===== src/rtl/nbb_bus_pkg.sv =====
// nbb_bus_pkg: shared NBBPU bus constants, UART register map and serialiser state encoding.
package nbb_bus_pkg;

    localparam logic [15:0] UART_BASE = 16'hFF00;

    localparam logic [1:0] OFF_DATA    = 2'd0;
    localparam logic [1:0] OFF_STATUS  = 2'd1;
    localparam logic [1:0] OFF_DIVISOR = 2'd2;

    localparam int ST_FULL    = 0;
    localparam int ST_EMPTY   = 1;
    localparam int ST_BUSY    = 2;
    localparam int ST_OVF     = 3;
    localparam int ST_CNT_LSB = 4;

    typedef enum logic [1:0] {
        IDLE  = 2'd0,
        START = 2'd1,
        DATA  = 2'd2,
        STOP  = 2'd3
    } uart_state_e;

    function automatic logic [15:0] eff_div(input logic [15:0] div);
        return (div == 16'd0) ? 16'd1 : div;
    endfunction

endpackage


===== src/rtl/nbb_uart_tx_sync_fifo.sv =====
// sync_fifo: single-clock FIFO with first-word-fall-through output.
module sync_fifo #(
    parameter int WIDTH = 8,
    parameter int DEPTH = 8
) (
    input  logic                   clk_i,
    input  logic                   rst_ni,
    input  logic                   push_i,
    input  logic [WIDTH-1:0]       data_i,
    input  logic                   pop_i,
    output logic [WIDTH-1:0]       data_o,
    output logic                   full_o,
    output logic                   empty_o,
    output logic [$clog2(DEPTH):0] count_o
);
    localparam int AW = $clog2(DEPTH);

    logic [WIDTH-1:0] mem_q [DEPTH];
    logic [AW-1:0]    wr_ptr_q, wr_ptr_d, rd_ptr_q, rd_ptr_d;
    logic [AW:0]      count_q, count_d;
    logic             push_ok, pop_ok;

    // Full/empty use the pre-edge count, so a push into a full FIFO is dropped even alongside a pop.
    assign full_o  = count_q == DEPTH[AW:0];
    assign empty_o = count_q == '0;
    assign push_ok = push_i & ~full_o;
    assign pop_ok  = pop_i & ~empty_o;
    assign data_o  = mem_q[rd_ptr_q];
    assign count_o = count_q;

    always_comb begin
        wr_ptr_d = push_ok ? wr_ptr_q + AW'(1) : wr_ptr_q;
        rd_ptr_d = pop_ok ? rd_ptr_q + AW'(1) : rd_ptr_q;
        count_d  = count_q + (AW+1)'(push_ok) - (AW+1)'(pop_ok);
    end

    always_ff @(posedge clk_i or negedge rst_ni)
        if (!rst_ni) begin
            wr_ptr_q <= '0;
            rd_ptr_q <= '0;
            count_q  <= '0;
        end else begin
            wr_ptr_q <= wr_ptr_d;
            rd_ptr_q <= rd_ptr_d;
            count_q  <= count_d;
        end

    always_ff @(posedge clk_i)
        if (push_ok) mem_q[wr_ptr_q] <= data_i;

endmodule


===== src/rtl/nbb_uart_tx.sv =====
// nbb_uart_tx: memory-mapped 8N1 UART transmitter with an 8-entry TX FIFO on the NBBPU data bus.
module nbb_uart_tx
    import nbb_bus_pkg::*;
#(
    parameter logic [15:0] BASE_ADDR       = UART_BASE,
    parameter int          FIFO_DEPTH      = 8,
    parameter logic [15:0] DEFAULT_DIVISOR = 16'd104
) (
    input  logic        clk_i,
    input  logic        rst_ni,
    input  logic        select_i,
    input  logic        read_enable_i,
    input  logic        write_enable_i,
    input  logic [15:0] address_i,
    input  logic [15:0] write_data_i,
    output logic [15:0] read_data_o,
    output logic        tx_o,
    output logic        irq_o
);
    localparam int CW = $clog2(FIFO_DEPTH) + 1;

    uart_state_e   state_q, state_d;
    logic [15:0]   baud_q, baud_d, div_q, div_d, divisor_q, divisor_d, rdata_q, rdata_d;
    logic [2:0]    bit_q, bit_d;
    logic [7:0]    shift_q, shift_d;
    logic          ovf_q, ovf_d, tx_q, tx_d, irq_q, irq_d;
    logic [15:0]   offset, status;
    logic [1:0]    reg_sel;
    logic          in_win, wr_acc, rd_acc, push, pop, bit_end;
    logic          fifo_full, fifo_empty;
    logic [7:0]    fifo_dout;
    logic [CW-1:0] fifo_count;

    assign offset  = address_i - BASE_ADDR;
    assign in_win  = offset < 16'd4;
    assign reg_sel = offset[1:0];
    assign wr_acc  = select_i & write_enable_i & in_win;
    assign rd_acc  = select_i & read_enable_i & in_win;
    assign push    = wr_acc & (reg_sel == OFF_DATA);
    assign bit_end = baud_q == div_q - 16'd1;

    sync_fifo #(.WIDTH(8), .DEPTH(FIFO_DEPTH)) u_fifo (
        .clk_i   (clk_i),
        .rst_ni  (rst_ni),
        .push_i  (push),
        .data_i  (write_data_i[7:0]),
        .pop_i   (pop),
        .data_o  (fifo_dout),
        .full_o  (fifo_full),
        .empty_o (fifo_empty),
        .count_o (fifo_count)
    );

    always_comb begin
        status             = '0;
        status[ST_FULL]    = fifo_full;
        status[ST_EMPTY]   = fifo_empty;
        status[ST_BUSY]    = state_q != IDLE;
        status[ST_OVF]     = ovf_q;
        status[ST_CNT_LSB +: 4] = 4'(fifo_count);
    end

    always_comb begin
        divisor_d = (wr_acc && reg_sel == OFF_DIVISOR) ? write_data_i : divisor_q;
        ovf_d     = (push && fifo_full) ? 1'b1 : (rd_acc && reg_sel == OFF_STATUS) ? 1'b0 : ovf_q;
        rdata_d   = !read_enable_i ? rdata_q :
                    !rd_acc ? 16'h0000 :
                    (reg_sel == OFF_STATUS) ? status :
                    (reg_sel == OFF_DIVISOR) ? divisor_q : 16'h0000;
    end

    always_comb begin
        state_d = state_q;
        baud_d  = baud_q;
        bit_d   = bit_q;
        shift_d = shift_q;
        div_d   = div_q;
        pop     = 1'b0;
        if (state_q != IDLE) baud_d = bit_end ? '0 : baud_q + 16'd1;
        case (state_q)
            IDLE:
                if (!fifo_empty) begin
                    pop     = 1'b1;
                    shift_d = fifo_dout;
                    div_d   = eff_div(divisor_q);
                    state_d = START;
                end
            START: if (bit_end) state_d = DATA;
            DATA:
                if (bit_end) begin
                    shift_d = shift_q >> 1;
                    bit_d   = bit_q + 3'd1;
                    if (bit_q == 3'd7) state_d = STOP;
                end
            STOP: if (bit_end) state_d = IDLE;
        endcase
    end

    // Pin outputs follow the current state one edge later, keeping bus inputs off the pin path.
    always_comb begin
        tx_d  = (state_q == START) ? 1'b0 : (state_q == DATA) ? shift_q[0] : 1'b1;
        irq_d = (state_q == IDLE) && (state_d == IDLE) && !push;
    end

    always_ff @(posedge clk_i or negedge rst_ni)
        if (!rst_ni) begin
            state_q   <= IDLE;
            baud_q    <= '0;
            bit_q     <= '0;
            shift_q   <= '0;
            div_q     <= 16'd1;
            divisor_q <= DEFAULT_DIVISOR;
            ovf_q     <= 1'b0;
            rdata_q   <= '0;
            tx_q      <= 1'b1;
            irq_q     <= 1'b1;
        end else begin
            state_q   <= state_d;
            baud_q    <= baud_d;
            bit_q     <= bit_d;
            shift_q   <= shift_d;
            div_q     <= div_d;
            divisor_q <= divisor_d;
            ovf_q     <= ovf_d;
            rdata_q   <= rdata_d;
            tx_q      <= tx_d;
            irq_q     <= irq_d;
        end

    assign read_data_o = rdata_q;
    assign tx_o        = tx_q;
    assign irq_o       = irq_q;

endmodule


===== config.mk =====
export PLATFORM = sky130hd
export DESIGN_NAME = nbb_uart_tx
export DESIGN_NICKNAME = d
export VERILOG_FILES = /design/src/rtl/nbb_bus_pkg.sv /design/src/rtl/nbb_uart_tx_sync_fifo.sv /design/src/rtl/nbb_uart_tx.sv
export SDC_FILE = /design/constraint.sdc
export NUM_CORES = 1
export LEC_CHECK = 0
export ABC_AREA = 1
export CORE_AREA = 2 2 177 179
export DETAILED_ROUTE_END_ITERATION = 8
export DIE_AREA = 0 0 179 181
export SYNTH_ARGS = -nofsm -noshare
export SYNTH_HDL_FRONTEND = slang
export SYNTH_SLANG_ARGS = --single-unit

===== constraint.sdc =====
create_clock -name clk_i -period 2.2 [get_ports clk_i]
set_input_delay 0.55 -clock clk_i [delete_from_list [all_inputs] [get_ports clk_i]]
set_output_delay 0.55 -clock clk_i [all_outputs]
set_load 0.03 [all_outputs]

==> results <==
- No sink is reached through more buffers than the 2 on the longest clock path.
- The startpoint identified for the worst register-to-register timing path is div_q[0]$_DFFE_PN1P_.
- The biggest fanout along the worst timing path is 1.
- The clock latency of the later-clocked register in the worst-skew pair is 0.43 ns.
- The final-report hold violation count came to 0.
- The critical path's largest stage delay is 0.67 ns.
- Based on the critical path, the design can be clocked at up to 463 MHz.
- Max-cap violations in this run came to 0.
- The clock net sink count is 154.
- The residual overflow from global routing is 0.
- TritonCTS built the clock tree.
- The slowest stage of the critical path belongs to the cell sky130_fd_sc_hd__clkdlybuf4s50_1.
- Dividing the final minimum period by the clock period gives 98.2%.
- The mean routed wirelength per cell is 13.5 um.
- The worst hold path belongs to the class in2async.
- The overall die area is 32,400 um2.
- STA classifies the critical path endpoint as an output port.
- The critical path is of the reg2out type.
- The leakage power figure is 0.00446 uW.
- For this run, global-route usage on met2 was measured as 18.2%.
- The number of filler instances in the final layout is 3,039.
- The net count after synthesis is 854.
- After layout, the worst setup slack is 0.0406 ns.
- The first global-routing pass estimated 28,800 um of wire.
- In this run, flip-flops and latches consume 37.3% of the power.
- CTS built an H-tree with a depth of 4.
- The number of routed nets with antenna violations is 0.
- The launching instance or port of the critical path is irq_o$_DFF_PN1_.
- The average instance area after synthesis is 9.40 um2.
- The CTS buffer count is 17.
- For this design the top-level I/O count stands at 55.
- For this run, the number of Yosys warnings is 0.
- For this design the ratio of total power to cell area is 915 nW/um2.
- The total setup violations reported at the end of the flow is 0.
- The number of hold-repair buffers added at the cts stage is 0.
- The area growth from synthesis to layout is 31.8%.
- The post-route netlist has 18.5% of its cells at a drive strength greater than 1.
- The routed via count divided by cell count is 4.46.
- The detailed router placed 5,887 vias in this run.
- The vertical die dimension is 181 um.
- The most used routing layer is met2.
- The number of DRC markers in iteration 0 is 423.
- The synthesized instance count is 804.
- The post-placement setup slack is -0.504 ns.
- The clock-pin slew reported for the worst setup and hold paths after clock tree synthesis is 0.06 ns.
- The total number of nets in the final design is 961.
- Across every metal layer, demand over resource in global routing totals 11.3%.
- Among cell families on the critical path, the largest total delay comes from buffers and inverters.
- Traced cell by cell, the critical path runs through clkdlybuf4s50_1.
- The first TritonRoute pass finished after 4 iterations.
- Internal power comes to 6030 uW.
- The transition time at the pin with the least slew margin is 0.458 ns.
- The worst clock skew on the final layout is 0.00717 ns.
- The met3 track utilization from global routing is 2.44%.
- The starting utilization of the core area is 24.9%.
- The post-synthesis cell type count is 42.
- The net switching fraction of the power is 33.8%.
- The worst pin sits at a relative slew slack of 69.2%.
- The core area is 30,300 um2.
- Entering global routing, the biggest net connects 43 pins.
- The mapped netlist covers 7560 um2.
- The initialized floorplan defines 64 standard-cell rows.
- The total power is 9110 uW.
- The worst setup path is launched from a register.
- The routability congestion estimate from global placement is 0.868.
- The worst path in the final design needs a cycle of 2.16 ns, including I/O delays and setup.
- The antenna diode count is 0.
- Measured along the x axis, the die boundary spans 179 um.
- At the worst endpoint, the arrival time is 1.61 ns.
- The number of remaining DRC errors is 0.
- The most frequent standard cell in the layout excluding fill and tap cells is sky130_fd_sc_hd__nand2_1.
- The routed wire length is 17,800 um.
- The via count of the first global-routing pass came to 5,625.
- The peak supply drop is 642 uV.
- Once layout is complete, the utilization of the core stands at 32.8%.
- Global routing consumed, on the met1 layer, 14.9% of the routing resources.
- After synthesis the netlist holds a flip-flop and latch count of 154.
- The detailed placement HPWL is 13,000 um.
- The combinational power share is 30.1%.
- In the layout the commonest cells are sky130_fd_sc_hd__nand2_1, sky130_fd_sc_hd__inv_1, sky130_fd_sc_hd__dfrtp_1.
- The cell at the root of the clock tree is sky130_fd_sc_hd__clkbuf_16.
- The share of the Yosys chip area taken by registers is 55.3%.
- The number of antenna violations at the first check in global routing was 0.
- The clock network is responsible for 32.6% of the overall power.
- The number of buffers and inverters on the critical path is 1.
- The number of slew-limit violations in the final report is 0.
- The flow ran to the end, and the final reports show no timing, DRC or antenna violations.
- The port buffer count is 54.
- The switching component of the power is 3080 uW.
- For the worst setup path, the data required time is 1.65 ns.
==> routing by layer <==
| metal | wire [um] | vias up |
|---|---|---|
| met1 | 8240 | 2819 |
| met4 | 254 | 0 |
| li1 | - | 2929 |
| met5 | 0 | - |
| met2 | 8610 | 115 |
| met3 | 732 | 24 |
==> layout make-up <==
type	count	area [um2]	share of cell area, %
Sequential cell	154	4180	42.0
Multi-Input combinational cell	532	3210	32.2
Timing Repair Buffer	108	1100	11.0
Clock buffer	25	533	5.35
Tap cell	396	495	4.98
Inverter	98	368	3.69
Clock inverter	7	75.1	0.754
==> path summary, 6_finish.rpt <==
| kind | cells after the start | slack [ns] | to |
|---|---|---|---|
| max | 1 | 0.04 | irq_o |
| min | 1 | 0.05 | read_data_o[9]$_DFFE_PN0P_ |
| max reg2reg | 15 | 0.12 | shift_q[2]$_DFFE_PN0P_ |
| min reg2reg | 2 | 0.49 | bit_q[1]$_DFFE_PN0P_ |
| max in group asynchronous | 2 | 1.47 | irq_o$_DFF_PN1_ |
| min in group clk_i | 2 | 0.49 | bit_q[1]$_DFFE_PN0P_ |
==> flip-flops by register name, indices dropped and copies added, names as in the netlist <==
name,count
state_q,2
ovf_q,1
baud_q,16
bit_q,3
irq_o,1
divisor_q,16
u_fifo.wr_ptr_q,3
u_fifo.rd_ptr_q,3
shift_q,8
read_data_o,16
u_fifo.count_o,4
tx_o,1
u_fifo.mem_q,64
div_q,16
==> Yosys cell counts <==
library cell                 n  area (um2)
sky130_fd_sc_hd__nand2_1   169         634
sky130_fd_sc_hd__inv_1      93         349
sky130_fd_sc_hd__nor2_1     86         323
sky130_fd_sc_hd__dfrtp_1    84        2100
sky130_fd_sc_hd__o21ai_0    65         325
sky130_fd_sc_hd__edfxtp_1   64        1920
sky130_fd_sc_hd__nand3_1    60         300
sky130_fd_sc_hd__clkbuf_1   16        60.1
sky130_fd_sc_hd__o22ai_1    13        81.3
sky130_fd_sc_hd__xor2_1     13         114
sky130_fd_sc_hd__ha_1       12         150
sky130_fd_sc_hd__nand4_1    12        75.1
sky130_fd_sc_hd__nor3_1     12        60.1
sky130_fd_sc_hd__mux2_4     10         150
sky130_fd_sc_hd__o221ai_1    9        78.8
sky130_fd_sc_hd__xnor2_1     9        78.8
sky130_fd_sc_hd__nand3b_1    7        52.6
sky130_fd_sc_hd__dfstp_2     6         158
sky130_fd_sc_hd__mux2_2      6        67.6
sky130_fd_sc_hd__a21oi_1     5        25.0
sky130_fd_sc_hd__nor2_4      5        56.3
sky130_fd_sc_hd__nor4_1      5        31.3
sky130_fd_sc_hd__o32ai_1     5        43.8
sky130_fd_sc_hd__inv_2       4        15.0
sky130_fd_sc_hd__nand3_2     4        40.0
sky130_fd_sc_hd__nor2_2      4        25.0
sky130_fd_sc_hd__a22oi_1     3        22.5
sky130_fd_sc_hd__a31oi_1     3        18.8
sky130_fd_sc_hd__buf_2       3        15.0
sky130_fd_sc_hd__buf_6       3        33.8
sky130_fd_sc_hd__nand2_2     2        12.5
sky130_fd_sc_hd__or2_2       2        12.5
sky130_fd_sc_hd__a31o_2      1        8.76
sky130_fd_sc_hd__and2_1      1        6.26
sky130_fd_sc_hd__clkinv_1    1        3.75
sky130_fd_sc_hd__fa_1        1        20.0
sky130_fd_sc_hd__nand2_4     1        11.3
sky130_fd_sc_hd__nand3_4     1        17.5
sky130_fd_sc_hd__nor4_4      1        21.3
sky130_fd_sc_hd__o21ai_1     1        5.00
sky130_fd_sc_hd__o21bai_1    1        7.51
sky130_fd_sc_hd__xnor3_1     1        22.5
==> through the flow <==
step | std cells | hold slack (ns) | cell area, um2 | setup TNS (ns)
5_1_grt | 1320 | 0.0770 | 9960 | -0.0163
3_5_place_dp | 1276 | 0.480 | 9050 | -33.92
4_1_cts | 1310 | 0.0539 | 9690 | -0.00526
2_1_floorplan | 804 | 0.254 | 7680 | -7.31
6_report | 1320 | 0.0486 | 9960 | 0
3_3_place_gp | 1276 | 0.470 | 9050 | -30.71
==> timing repair <==
action                     4_1_cts  5_1_grt
resized for setup               11       44
pin swaps                        4       19
buffers inserted                 2        8
setup endpoints to repair       58       95
gates cloned                     0        2
==> power by group through the flow <==
stage	sequential [uW]	clock [uW]	combinational [uW]
CTS	3390	3030	2600
global route	3420	3150	3090
floorplan	3430	0	1770
global placement	3440	0	2540
finish	3400	2970	2740
detailed placement	3440	0	2580
==> logic make-up (layout without fill, tap and decap cells) <==
logic type      after synthesis  count (layout)  synth area share (%)
buf+inv                     120             238                  6.31
flops                       154             154                  55.3
compound gates              106             106                  8.16
simple gates                372             374                  22.2
fa+ha+maj                    13              13                  2.25
mux                          16              16                  2.88
xor+xnor                     23              23                  2.85
Note: power is estimated with default switching activity, not from simulation.
